### src/rtl/mor1kx_trace_stm_decoder.sv
// Decodes l.nop trace markers from the mor1kx execution trace into timestamped
// (id, value) events, buffered in a small FIFO with in-band lost-event records.

package opensocdebug;
   typedef struct packed {
      logic [31:0] insn;
      logic [31:0] pc;
      logic        valid;
      logic [31:0] wbdata;
      logic [4:0]  wbreg;
      logic        wben;
   } mor1kx_trace_exec;
endpackage

module mor1kx_trace_stm_decoder #(
   parameter int          FIFO_DEPTH = 4,
   parameter int          TS_WIDTH   = 32,
   parameter logic [15:0] ID_MIN     = 16'h0004
) (
   input  logic                          clk,
   input  logic                          rst_n,
   input  opensocdebug::mor1kx_trace_exec trace_port,
   output logic                          out_valid,
   input  logic                          out_ready,
   output logic [15:0]                   out_id,
   output logic [31:0]                   out_value,
   output logic [TS_WIDTH-1:0]           out_timestamp
);

   localparam int AW = (FIFO_DEPTH > 1) ? $clog2(FIFO_DEPTH) : 1;
   localparam int CW = AW + 1;

   typedef struct packed {
      logic [15:0]         id;
      logic [31:0]         value;
      logic [TS_WIDTH-1:0] ts;
   } entry_t;

   typedef enum logic [1:0] {
      ST_EMPTY   = 2'd0,
      ST_PARTIAL = 2'd1,
      ST_FULL    = 2'd2
   } state_t;

   function automatic logic [31:0] sat_inc(input logic [31:0] v);
      sat_inc = (v == 32'hFFFF_FFFF) ? v : v + 32'd1;
   endfunction

   state_t              state_r, state_next_s;
   entry_t              mem_r [FIFO_DEPTH];
   logic [AW-1:0]       rd_ptr_r, wr_ptr_r, rd_ptr_next_s, wr_ptr_next_s;
   logic [CW-1:0]       count_r, count_next_s;
   logic [31:0]         lost_r, lost_next_s;
   logic [31:0]         r3_r, r3_fwd_s;
   logic [TS_WIDTH-1:0] ts_r;
   logic                r3_wr_s, evt_s, pop_s, push_ok_s, push_s;
   entry_t              push_entry_s, head_next_s;
   logic                out_valid_r;
   logic [15:0]         out_id_r;
   logic [31:0]         out_value_r;
   logic [TS_WIDTH-1:0] out_ts_r;
   logic                unused_s;

   assign unused_s = ^{trace_port.pc, trace_port.insn[23:16]};

   // Event detection, overflow-record arbitration and FIFO bookkeeping
   always_comb begin
      r3_wr_s      = trace_port.valid && trace_port.wben && (trace_port.wbreg == 5'd3);
      r3_fwd_s     = r3_wr_s ? trace_port.wbdata : r3_r;
      evt_s        = trace_port.valid && (trace_port.insn[31:24] == 8'h15) &&
                     (trace_port.insn[15:0] >= ID_MIN);
      pop_s        = out_valid_r && out_ready;
      push_ok_s    = (state_r != ST_FULL) || pop_s;
      push_s       = 1'b0;
      push_entry_s = '0;
      lost_next_s  = lost_r;

      // A pending loss report takes the free slot ahead of any new event
      if ((lost_r != 32'd0) && push_ok_s) begin
         push_s       = 1'b1;
         push_entry_s = '{id: 16'h0000, value: lost_r, ts: ts_r};
         lost_next_s  = evt_s ? 32'd1 : 32'd0;
      end else if (evt_s) begin
         if (push_ok_s) begin
            push_s       = 1'b1;
            push_entry_s = '{id: trace_port.insn[15:0], value: r3_fwd_s, ts: ts_r};
         end else begin
            lost_next_s = sat_inc(lost_r);
         end
      end else begin
         lost_next_s = lost_r;
      end

      rd_ptr_next_s = pop_s  ? rd_ptr_r + AW'(1) : rd_ptr_r;
      wr_ptr_next_s = push_s ? wr_ptr_r + AW'(1) : wr_ptr_r;

      case ({push_s, pop_s})
         2'b10:   count_next_s = count_r + CW'(1);
         2'b01:   count_next_s = count_r - CW'(1);
         default: count_next_s = count_r;
      endcase

      if (count_next_s == CW'(0)) begin
         state_next_s = ST_EMPTY;
      end else if (count_next_s == CW'(FIFO_DEPTH)) begin
         state_next_s = ST_FULL;
      end else begin
         state_next_s = ST_PARTIAL;
      end

      // The new head may be the entry being written this very cycle
      if (push_s && (rd_ptr_next_s == wr_ptr_r)) begin
         head_next_s = push_entry_s;
      end else begin
         head_next_s = mem_r[rd_ptr_next_s];
      end
   end

   // FIFO storage, pointers, state, lost counter, r3 shadow and timestamp
   always_ff @(posedge clk or negedge rst_n) begin
      if (!rst_n) begin
         for (int i = 0; i < FIFO_DEPTH; i++) begin
            mem_r[i] <= '0;
         end
         state_r  <= ST_EMPTY;
         rd_ptr_r <= '0;
         wr_ptr_r <= '0;
         count_r  <= '0;
         lost_r   <= 32'd0;
         r3_r     <= 32'd0;
         ts_r     <= '0;
      end else begin
         if (push_s) begin
            mem_r[wr_ptr_r] <= push_entry_s;
         end
         state_r  <= state_next_s;
         rd_ptr_r <= rd_ptr_next_s;
         wr_ptr_r <= wr_ptr_next_s;
         count_r  <= count_next_s;
         lost_r   <= lost_next_s;
         if (r3_wr_s) begin
            r3_r <= trace_port.wbdata;
         end
         ts_r <= ts_r + TS_WIDTH'(1);
      end
   end

   // Registered copy of the FIFO head for the packetizer
   always_ff @(posedge clk or negedge rst_n) begin
      if (!rst_n) begin
         out_valid_r <= 1'b0;
         out_id_r    <= 16'h0000;
         out_value_r <= 32'd0;
         out_ts_r    <= '0;
      end else begin
         out_valid_r <= (state_next_s != ST_EMPTY);
         out_id_r    <= head_next_s.id;
         out_value_r <= head_next_s.value;
         out_ts_r    <= head_next_s.ts;
      end
   end

   assign out_valid     = out_valid_r;
   assign out_id        = out_id_r;
   assign out_value     = out_value_r;
   assign out_timestamp = out_ts_r;

endmodule

### config.mk
export PLATFORM = sky130hd
export DESIGN_NAME = mor1kx_trace_stm_decoder
export DESIGN_NICKNAME = d
export VERILOG_FILES = /design/src/rtl/mor1kx_trace_stm_decoder.sv
export SDC_FILE = /design/constraint.sdc
export NUM_CORES = 1
export LEC_CHECK = 0
export ABC_AREA = 1
export CAP_MARGIN = 15
export CORE_UTILIZATION = 42
export CTS_CLUSTER_DIAMETER = 80
export CTS_CLUSTER_SIZE = 28
export DETAILED_ROUTE_END_ITERATION = 10
export PLACE_DENSITY_LB_ADDON = 0.3
export SLEW_MARGIN = 20
export SYNTH_ARGS = -nofsm -noshare
export SYNTH_HDL_FRONTEND = slang
export SYNTH_SLANG_ARGS = --single-unit
### constraint.sdc
create_clock -name clk -period 4.1 [get_ports clk]
set_input_delay 0.82 -clock clk [delete_from_list [all_inputs] [get_ports clk]]
set_output_delay 0.82 -clock clk [all_outputs]
set_load 0.1 [all_outputs]
Word level (Yosys, flattened, before mapping) --
Cells that the tools add are included.
Operators by class: divide/modulo/power cells 0, magnitude comparators 4, reductions and logical operators 14, add/sub/neg operators 6, bitwise operators 2, shift operators 0, equality and inequality tests 10, multiplexer cells 23, multiply operators 0
Operators by type and width (count):
- $mux W80 | 7
- $bwmux W320 | 1
- $bmux W80 S2 | 1
- $demux W80 S2 | 1
- $mux W32 | 5
- $add A32 B1 Y32 const B | 2
- $eq A32 B32 Y1 const B | 1
- $reduce_bool A32 Y1 | 1
- $ge A16 B3 Y1 const B | 1
- $eq A8 B5 Y1 const B | 1
- $logic_and A1 B1 Y1 | 8
- $ge A3 B3 Y1 const B | 2
- $mux W2 | 3
- $not A2 Y3 | 2
- $pmux W3 S2 | 1
- $eq A5 B2 Y1 const B | 1
- $add A2 B1 Y2 const B | 2
- $mux W1 | 4
- $ne A2 B2 Y1 const B | 2
- $reduce_bool A2 Y1 | 2
- $add A3 B1 Y3 const B | 1
- $eq A3 B3 Y1 const B | 1
- $logic_not A3 Y1 | 1
- $lt A3 B1 Y1 const B | 1
- other kinds (7) | 7
Word-level totals: RAM bits 0, logic and storage cells 82, flip-flop bits (word level) 506, memories kept 0, latch bits 0, output and inout bits 81, memory bits (read-only) 0

Logic depth before layout (Yosys ltp) --
Gate-level depths: netlist (run 1).
depth after elaboration 11, gate-level depth with buffers 20, gate-level depth less buffers 18

Worst setup path after synthesis (run 1) --
Ideal clock, no wire load.
path kind reg-to-reg, from reg out_valid_r, in the netlist out_valid, to reg state_r[1], path buffers 2, arrival 3137 ps, path slack 849 ps, data required time 3985 ps, library setup time 115 ps, stages on the path, launching flop included 15, cells stage by stage dfrtp_1 > nand2_1 > nand2_1 > nand3_2 > nand2_4 > buf_2 > buf_4 > inv_1 > ha_1 > inv_1 > fa_1 > o21ai_0 > nor2_1 > inv_1 > nor2_1
Between the ends: cells in the longest elaborated chain, start to end 10
RTL lines:
- start, declared | RTL line 58 | logic out_valid_r;
- start signal, assigned | RTL line 156 | out_valid_r <= (state_next_s != ST_EMPTY);
- $logic_and A1 B1 Y1 (*) | RTL line 72 | pop_s = out_valid_r && out_ready;
- $logic_or A1 B1 Y1 | RTL line 73 | push_ok_s = (state_r != ST_FULL) || pop_s;
- $mux W1 | RTL line 84 | if (push_ok_s) begin
- $mux W1 | RTL line 83 | end else if (evt_s) begin
- $mux W1 | RTL line 79 | if ((lost_r != 32'd0) && push_ok_s) begin
- $eq A2 B1 Y1 or $eq A2 B2 Y1 (tied branches) | RTL line 97 | case ({push_s, pop_s})
- $pmux W3 S2 (*) | RTL line 97
- named net count_next_s[1] | RTL line 52 | logic [CW-1:0] count_r, count_next_s;
- $eq A3 B3 Y1 | RTL line 105 | end else if (count_next_s == CW'(FIFO_DEPTH)) begin
- $mux W2 | RTL line 105
- $mux W2 (*) | RTL line 103 | if (count_next_s == CW'(0)) begin
- named net state_next_s[1] | RTL line 49 | state_t state_r, state_next_s;
- end signal, assigned | RTL line 136 | state_r <= state_next_s;
- end, declared | RTL line 49
The timed path passes the listed nets; every way through them passes the cells marked *. A chain may end at the register's enable or synchronous reset.

Worst setup path in the final report (run 1) --
from reg out_valid_r, in the netlist out_valid, to out out_valid
RTL lines:
- end, declared | RTL line 23 | output logic out_valid,
No word-level cell between the ends.

==> results of run 1 <==
## worst reg2reg max path, delay by kind of cell (launching register included)
kind	cells	cell delay, ps
AND/OR/NAND/NOR	8	1100
flip-flops	1	470
AO/OA/AOI/OAI	1	240
buffers and inverters	3	920
adder cells (fa/ha/maj)	1	160
## kinds of logic (layout without fill, tap and decap cells)
family	Yosys count	after routing	synth area share, %
and+or+nand+nor	2132	2132	34.9
DFF	506	506	51.1
buffers and inverters	362	394	6.38
AOI/OAI and AO/OA	251	251	5.55
xor gates and xnor gates	45	45	1.59
adders and majority gates	9	9	0.485
## synthesized netlist by cell type (2+ instances only)
master | instances | area (sq um)
nand2_2 | 31 | 194
buf_2 | 72 | 360
clkbuf_1 | 93 | 349
nor2_2 | 2 | 12.5
xor2_1 | 23 | 201
nand4_1 | 8 | 50.1
dfrtp_1 | 506 | 12700
nor3_2 | 2 | 20.0
nand2_1 | 1404 | 5270
buf_1 | 22 | 82.6
nand3_2 | 2 | 20.0
nor4_1 | 4 | 25.0
nand2_4 | 2 | 22.5
nor2_1 | 334 | 1250
ha_1 | 8 | 100
nor2_4 | 2 | 22.5
nor3_1 | 18 | 90.1
xnor2_1 | 22 | 193
buf_6 | 5 | 56.3
nand3b_1 | 2 | 15.0
inv_1 | 144 | 541
a21oi_2 | 2 | 17.5
and2_1 | 32 | 200
a21oi_1 | 4 | 20.0
o21ai_0 | 163 | 816
buf_4 | 25 | 188
nand3_1 | 287 | 1440
o22ai_1 | 80 | 500
## state kept, by name, summed over array words and instances, names as in the netlist, 2 cells and up
register,cells
out_id,16
lost_r,32
rd_ptr_r,2
state_r,2
ts_r,32
out_timestamp,32
count_r,3
r3_r,32
wr_ptr_r,2
mem_r,320
out_value,32
## layout make-up
| cell class | instances | share of cell area, % |
|---|---|---|
| flip-flops and latches | 506 | 45.6 |
| multi-input cells | 2437 | 38.2 |
| repair buffers | 198 | 7.05 |
| well taps | 765 | 3.45 |
| clock buffers | 30 | 2.66 |
| inverters | 145 | 1.97 |
| clock inverters | 21 | 1.09 |
## worst min path at each step
| stage | start | to | slack, ps |
|---|---|---|---|
| final | rst_n | out_value[7]$_DFF_PN0_ | 280 |
| after global routing | rst_n | out_value[7]$_DFF_PN0_ | 330 |
| after CTS | rst_n | out_value[6]$_DFF_PN0_ | 310 |
| after detailed placement | mem_r[266]$_DFFE_PN0P_ | mem_r[266]$_DFFE_PN0P_ | 450 |
| after global placement | mem_r[250]$_DFFE_PN0P_ | mem_r[250]$_DFFE_PN0P_ | 450 |
| after floorplan | mem_r[0]$_DFFE_PN0P_ | mem_r[0]$_DFFE_PN0P_ | 440 |
## power by group through the flow
| stage | sequential (mW) | combinational [mW] | clock [mW] |
|---|---|---|---|
| floorplan | 7.63 | 2.50 | 0 |
| global placement | 5.65 | 6.39 | 0 |
| detailed placement | 5.65 | 6.38 | 0 |
| CTS | 5.56 | 6.40 | 3.52 |
| global route | 5.59 | 6.88 | 3.70 |
| finish | 5.55 | 6.41 | 3.44 |
## routing by layer
metal / part of all wire [%] / wire [um]
met4: 1.4 / 917
met1: 46 / 31400
met3: 5.8 / 3960
met2: 47 / 31600
met5: 0 / 0
==> impl_metrics.json, run 1 <==
{
  "grt_pass1_wl_mm": 111,
  "grt-busiest-layer": "met2",
  "slowest_delay_ps": 1160,
  "syn_to_final_growth_pct": 12.1,
  "fin_ws_ps": 1080,
  "diodes": 0,
  "criticalPathCategory": "reg2out",
  "max_freq_ghz": 0.332,
  "peakVddDrop_mv": 0.427,
  "syn-cell-area_sq_mm": 0.0248,
  "p_sw_share_pct": 45.4,
  "power_frac_clock_pct": 22.4,
  "stdcell_count": 4102,
  "wl_per_cell_um": 16.5,
  "crit_cells": 1,
  "ctsHoldBuffers": 0,
  "arrival_ps": 2200,
  "first_pass_iters": 5,
  "intPower_mw": 8.42,
  "fin_util_pct": 47.9,
  "htree_levels": 1,
  "first_global_vias": 20200,
  "endpoint": "out_valid",
  "clockBufferDepth": 3,
  "endpoint_kind": "output port",
  "dp_hpwl_mm": 40.6,
  "grt-ovfl-total": 0,
  "timing.rr.end": "out_value[14]$_DFF_PN0_",
  "slew_violations": 0,
  "routed_wl_mm": 67.9,
  "reg2reg_slack_ps": 1110,
  "grt_setup_unrepaired": "false",
  "cellPowerDensity_mw_per_mm2": 555,
  "num_rows": 88,
  "avgViaCountPerCell": 5.15,
  "ys_ff_latch": 506,
  "initial_core_util_pct": 42.7,
  "p_total_mw": 15.4,
  "core-area_sq_mm": 0.0580,
  "synth_edf_count": 0,
  "p_seq_share_pct": 36.0,
  "timing.hold.ws_ps": 276,
  "die_w_um": 245,
  "rr_worst_depth": 13,
  "path_clk_slew_ps": 110,
  "path_delay_family": "buffers and inverters",
  "path_buf_inv": 1,
  "cp_data_required_time_ps": 3280,
  "cts-resized-gates": 0,
  "period_needed_ps": 3020,
  "io_buffers": 146,
  "cp_max_fo": 2,
  "r2r_start": "lost_r[0]$_DFFE_PN0P_",
  "nNetsFinal": 3432,
  "netSwitchingPower_mw": 6.99,
  "final-hold-violation-count": 0,
  "regArea_sq_mm": 0.0127,
  "cts_tree": "yes",
  "slowest_stage": "clkdlybuf4s50_1",
  "setup_viol": 0,
  "grt_usage_pct": 22.8,
  "max_cap_viol_count": 0,
  "clock_latency_ps": 620,
  "worstPathCellList": "clkdlybuf4s50_1",
  "die_h_um": 245,
  "use_met1_pct": 32.9,
  "fin_crit_sh_pct": 73.6,
  "synthCells": 3305,
  "grt_start_max_net_pins": 107,
  "grt_use_met2_pct": 37.2,
  "antenna_found_initial": 0,
  "fillers": 5656,
  "fin_skew_ps": 27.9,
  "syn_avg_cell_area_sq_um": 7.50,
  "cp-startpoint": "out_valid$_DFF_PN0_",
  "dpl_cell_area_sq_mm": 0.0267,
  "use_met3_pct": 2.42,
  "cp-start-kind": "flip-flop",
  "layout_common_cells": "nand2_1 (1,402), dfrtp_1 (506), nor2_1 (333)",
  "ys_warn_count": 0,
  "synth-async-reset-ratio_pct": 100,
  "remaining_drc_errors": 0,
  "relSlewSlack_pct": 24.6,
  "numClockSinks": 506,
  "gp_congestion": 0.955,
  "fin_setup_tns_ps": 0,
  "synth.yosys.seq_area_share_pct": 51.1,
  "yosys.cell_types.count": 34,
  "ys.flop_type": "dfrtp_1",
  "pre_cts_ws_ps": 505,
  "antenna_left": 0,
  "ioPinCount": 187,
  "cts-root-buf": "clkbuf_16",
  "worstHoldPathType": "in2async",
  "drt_iter0_drc": 1807,
  "placed_cells": 4051,
  "status": "completed",
  "final_layout_size_suffix_gt1_share_pct": 4.82,
  "p_comb_share_pct": 41.6,
  "vias": 21100,
  "die_area_sq_mm": 0.0600,
  "multi_input_area_sq_mm": 0.0106,
  "final_common_cell": "nand2_1",
  "leakage_nw": 14.7,
  "fin_area_sq_mm": 0.0278,
  "worst-slew-pin-transition_ps": 1130,
  "postCtsSetupBuffers": 0,
  "cts_buffers": 29,
  "syn-num-nets": 3420
}
Power figures use the tool's default switching activity.
==> run 2, diff against run 1 <==
Clock period 4.1 ns to 2.9 ns, I/O delays scaled along.
==> impl_metrics.json, run 2 (same netlist as run 1, synthesis figures left out) <==
{
  "ioPinCount": 187,
  "fin_crit_sh_pct": 89.8,
  "path_clk_slew_ps": 100,
  "antenna_left": 0,
  "die_area_sq_mm": 0.0600,
  "hold_path.startpoint": "mem_r[8]$_DFFE_PN0P_",
  "largest_register_ffs": 320,
  "final_common_cell": "nand2_1",
  "antenna_found_initial": 0,
  "drt_iter0_drc": 1923,
  "regMostFlops": "mem_r",
  "final-hold-violation-count": 0,
  "fillers": 5686,
  "period_needed_ps": 2600,
  "clock_latency_ps": 630,
  "layout_common_cells": "nand2_1 (1,402), dfrtp_1 (505), nor2_1 (333)",
  "cp-start-kind": "flip-flop",
  "path_common_cell": "inv_1",
  "slowest_stage": "dfrtp_1",
  "postCtsSetupBuffers": 0,
  "max_freq_ghz": 0.384,
  "worstPathCellList": "inv_1 > ha_1 > inv_1 > nor2_1 > nand2_1 > nor2_1 > nand2_1 > o21ai_4 > nand2_8 > inv_1 > ha_1 > inv_1 > fa_1 > a21oi_1 > o21ai_0 > xor2_1 > inv_1 > nand2_1",
  "grt-ovfl-total": 0,
  "die_h_um": 245,
  "clockBufferDepth": 3,
  "setup_viol": 0,
  "r2r_start": "lost_r[0]$_DFFE_PN0P_",
  "peakVddDrop_mv": 0.853,
  "fin_setup_tns_ps": 0,
  "cp-startpoint": "lost_r[0]$_DFFE_PN0P_",
  "max_cap_viol_count": 0,
  "endpoint_kind": "flip-flop",
  "nNetsFinal": 3510,
  "remaining_drc_errors": 0,
  "multi_input_area_sq_mm": 0.0106,
  "dp_hpwl_mm": 43.7,
  "timing.hold.ws_ps": 469,
  "first_pass_iters": 7,
  "grt_setup_unrepaired": "false",
  "final_layout_size_suffix_gt1_share_pct": 9.36,
  "cts_tree": "yes",
  "slowest_delay_ps": 390,
  "cp_max_fo": 4,
  "p_total_mw": 21.6,
  "regArea_sq_mm": 0.0127,
  "ctsHoldBuffers": 1,
  "die_w_um": 245,
  "io_buffers": 146,
  "fin_skew_ps": 32.1,
  "fin_util_pct": 49.0,
  "status": "completed",
  "leakage_nw": 15.3,
  "relSlewSlack_pct": 55.8,
  "cts-root-buf": "clkbuf_16",
  "slew_violations": 0,
  "cts_buffers": 28,
  "first_global_vias": 20900,
  "grt_start_max_net_pins": 86,
  "core-area_sq_mm": 0.0580,
  "grt_usage_pct": 23.5,
  "diodes": 0,
  "cp_data_required_time_ps": 3420,
  "syn_to_final_growth_pct": 14.7,
  "cellPowerDensity_mw_per_mm2": 761,
  "cts-resized-gates": 0,
  "num_rows": 88,
  "htree_levels": 1,
  "numClockSinks": 506,
  "routed_wl_mm": 69.4,
  "gp_congestion": 0.965,
  "initial_core_util_pct": 42.7,
  "worstHoldPathType": "reg2reg",
  "criticalPathCategory": "reg2reg",
  "wl_per_cell_um": 16.6,
  "worst-slew-pin-transition_ps": 657,
  "grt_pass1_wl_mm": 114,
  "avgViaCountPerCell": 5.15,
  "arrival_ps": 3120,
  "vias": 21500
}
run 2: area by class of cell:
class	count	area share, %
repair buffers	277	9.41
inverters	145	1.92
multi-input cells	2437	37.3
flip-flops and latches	506	44.6
clock inverters	21	0.876
well taps	765	3.37
clock buffers	31	2.54
run 2: worst paths after layout:
kind / endpoint / slack, ps / cells after the start
max in group asynchronous: out_timestamp[21]$_DFF_PN0_ / 1490 / 3
worst min-delay path: mem_r[8]$_DFFE_PN0P_ / 470 / 2
worst min register to register: mem_r[8]$_DFFE_PN0P_ / 470 / 2
min in group asynchronous: r3_r[6]$_DFF_PN0_ / 530 / 2
worst max register to register: out_valid$_DFF_PN0_ / 300 / 18
worst max-delay path: out_valid$_DFF_PN0_ / 300 / 18
run 2: report_power, final:
group / internal, mW / switching (mW)
Sequential: 7.64 / 0.242
Combinational: 2.18 / 6.93
Clock: 1.96 / 2.69
Total: 11.8 / 9.86
run 2: critical path: cells and delay by family (launching register included):
kind	cells	cell delay, ps
flops	1	390
xor+xnor	1	160
simple gates	6	450
compound gates	3	510
buf+inv	5	360
fa+ha+maj	3	660
run 2: routing by layer:
metal | vias up | share of wire [%] | track usage, %
met3 | 80 | 4.9 | 2.30
met4 | 0 | 2.0 | 5.44
met5 | - | 0 | 0
met2 | 595 | 47 | 38.7
li1 | 10500 | - | -
met1 | 10400 | 46 | 33.5
run 2: through the flow:
step	std cells	worst slack [ps]	cell area, sq um
floorplan	3305	14.5	24800
global placement	4129	-131	27400
detailed placement	4129	-161	27400
CTS	4182	280	28400
global route	4182	63.6	28400
finish	4182	297	28400
==> run 3, diff against run 2 <==
Settings changed: REMOVE_ABC_BUFFERS from default to 1.
==> impl_metrics.json, run 3 (same netlist as run 1, synthesis figures left out) <==
{
  "cts_buffers": 26,
  "setup_viol": 0,
  "drt_iter0_drc": 1953,
  "ioPinCount": 187,
  "antenna_found_initial": 1,
  "core-area_sq_mm": 0.0580,
  "gp_congestion": 0.966,
  "antenna_left": 0,
  "max_cap_viol_count": 0,
  "largest_register_ffs": 320,
  "io_buffers": 146,
  "initial_core_util_pct": 42.7,
  "final_layout_size_suffix_gt1_share_pct": 9.77,
  "final_common_cell": "nand2_1",
  "grt_setup_unrepaired": "false",
  "final-hold-violation-count": 0,
  "grt_usage_pct": 23.7,
  "regArea_sq_mm": 0.0127,
  "endpoint_kind": "flip-flop",
  "fillers": 5620,
  "max_freq_ghz": 0.377,
  "num_rows": 88,
  "cp_max_fo": 2,
  "fin_skew_ps": 19.9,
  "pre_cts_ws_ps": -363,
  "cts_tree": "yes",
  "worstHoldPathType": "reg2reg",
  "first_global_vias": 20700,
  "cp-start-kind": "input pin",
  "grt-ovfl-total": 0,
  "fin_crit_sh_pct": 91.4,
  "path_clk_slew_ps": 100,
  "diodes": 0,
  "fin_ws_ps": 251,
  "nNetsFinal": 3529,
  "numClockSinks": 506,
  "syn_to_final_growth_pct": 15.5,
  "slew_violations": 0,
  "cellPowerDensity_mw_per_mm2": 751,
  "remaining_drc_errors": 0,
  "dp_hpwl_mm": 44.2,
  "die_h_um": 245,
  "die_w_um": 245,
  "fin_setup_tns_ps": 0,
  "clockBufferDepth": 3,
  "regMostFlops": "mem_r",
  "cp_data_required_time_ps": 3430,
  "criticalPathCategory": "in2reg",
  "vias": 21600,
  "avgViaCountPerCell": 5.15,
  "cts-root-buf": "clkbuf_16",
  "multi_input_area_sq_mm": 0.0106,
  "arrival_ps": 3180,
  "die_area_sq_mm": 0.0600,
  "relSlewSlack_pct": 59.7,
  "leakage_nw": 15.4,
  "period_needed_ps": 2650,
  "routed_wl_mm": 70.4,
  "clock_latency_ps": 600,
  "grt_pass1_wl_mm": 114,
  "status": "completed",
  "layout_common_cells": "nand2_1 (1,401), dfrtp_1 (506), nor2_1 (332)",
  "peakVddDrop_mv": 0.887,
  "worst-slew-pin-transition_ps": 600,
  "grt_start_max_net_pins": 128,
  "htree_levels": 1,
  "first_pass_iters": 7,
  "wl_per_cell_um": 16.8
}
==> run 3: cell count changes in the layout (fill, tap and decap cells not counted), moves of 2 or more <==
| cell | delta |
|---|---|
| inv_6 | -3 |
| buf_12 | +7 |
| inv_12 | -3 |
| inv_16 | +2 |
| clkbuf_1 | -2 |
| clkinv_8 | -2 |
| clkinv_2 | -2 |
| clkinv_4 | -2 |
| buf_4 | +14 |
==> run 3: routing by layer <==
metal | up-vias | GRT usage [%] | wire length [um]
met1 | 10300 | 34.1 | 32600
li1 | 10600 | - | -
met4 | 2 | 6.21 | 1530
met2 | 632 | 37.9 | 32100
met3 | 105 | 2.66 | 4150
met5 | - | 0 | 9
==> run 3: layout make-up <==
type,instances,share of cell area (%)
clock buffer,29,2.46
clock inverter,13,0.669
inverter,145,1.91
multi-input combinational,2437,37.1
sequential,506,44.3
tap,765,3.35
timing repair buffer,298,10.2
==> run 3: repair_timing <==
item | 4_1_cts | 5_1_grt
hold buffers | 1 | 0
buffers inserted | 0 | 2
gates resized for setup | 0 | 3
endpoints found under the hold margin | 45 | 0
setup endpoints to repair | 0 | 3
==> run 3: stage by stage <==
stage	utilization [%]	hold slack, ps	power (mW)	cell area [sq um]	std cells
floorplan	-	284	14.2	23700	3088
global placement	47.7	448	17.1	27700	4148
detailed placement	47.7	453	17.1	27700	4148
CTS	49.3	475	21.6	28600	4191
global route	49.3	488	22.6	28600	4193
finish	49.3	474	21.5	28600	4193
==> run 3: worst max-delay path, stage by stage <==
cell	delay (ps)
clkdlybuf4s50_1	420
nor2_1	120
nand2_1	60
nor2_1	240
buf_4	160
nand2_1	130
nand3_2	170
nand2_8	60
inv_1	50
ha_1	140
inv_1	60
fa_1	370
a21oi_1	140
o21ai_0	100
xor2_1	210
inv_1	80
nor2_1	80
==> run 3: worst paths after layout <==
kind | startpoint | end | slack (ps) | depth (start not counted)
worst min-delay path | mem_r[26]$_DFFE_PN0P_ | mem_r[26]$_DFFE_PN0P_ | 470 | 2
worst min register to register | mem_r[26]$_DFFE_PN0P_ | mem_r[26]$_DFFE_PN0P_ | 470 | 2
max in group asynchronous | rst_n | mem_r[97]$_DFFE_PN0P_ | 1500 | 4
worst max register to register | lost_r[0]$_DFFE_PN0P_ | state_r[1]$_DFF_PN0_ | 250 | 18
worst max-delay path | trace_port[75] | state_r[1]$_DFF_PN0_ | 250 | 17
min in group asynchronous | rst_n | out_value[20]$_DFF_PN0_ | 510 | 2
==> run 3: where the power goes <==
group	leakage (nW)	total [mW]	internal, mW	switching, mW
Combinational	8.14	9.11	2.19	6.92
Sequential	6.82	7.89	7.64	0.249
Clock	0.434	4.48	1.95	2.53
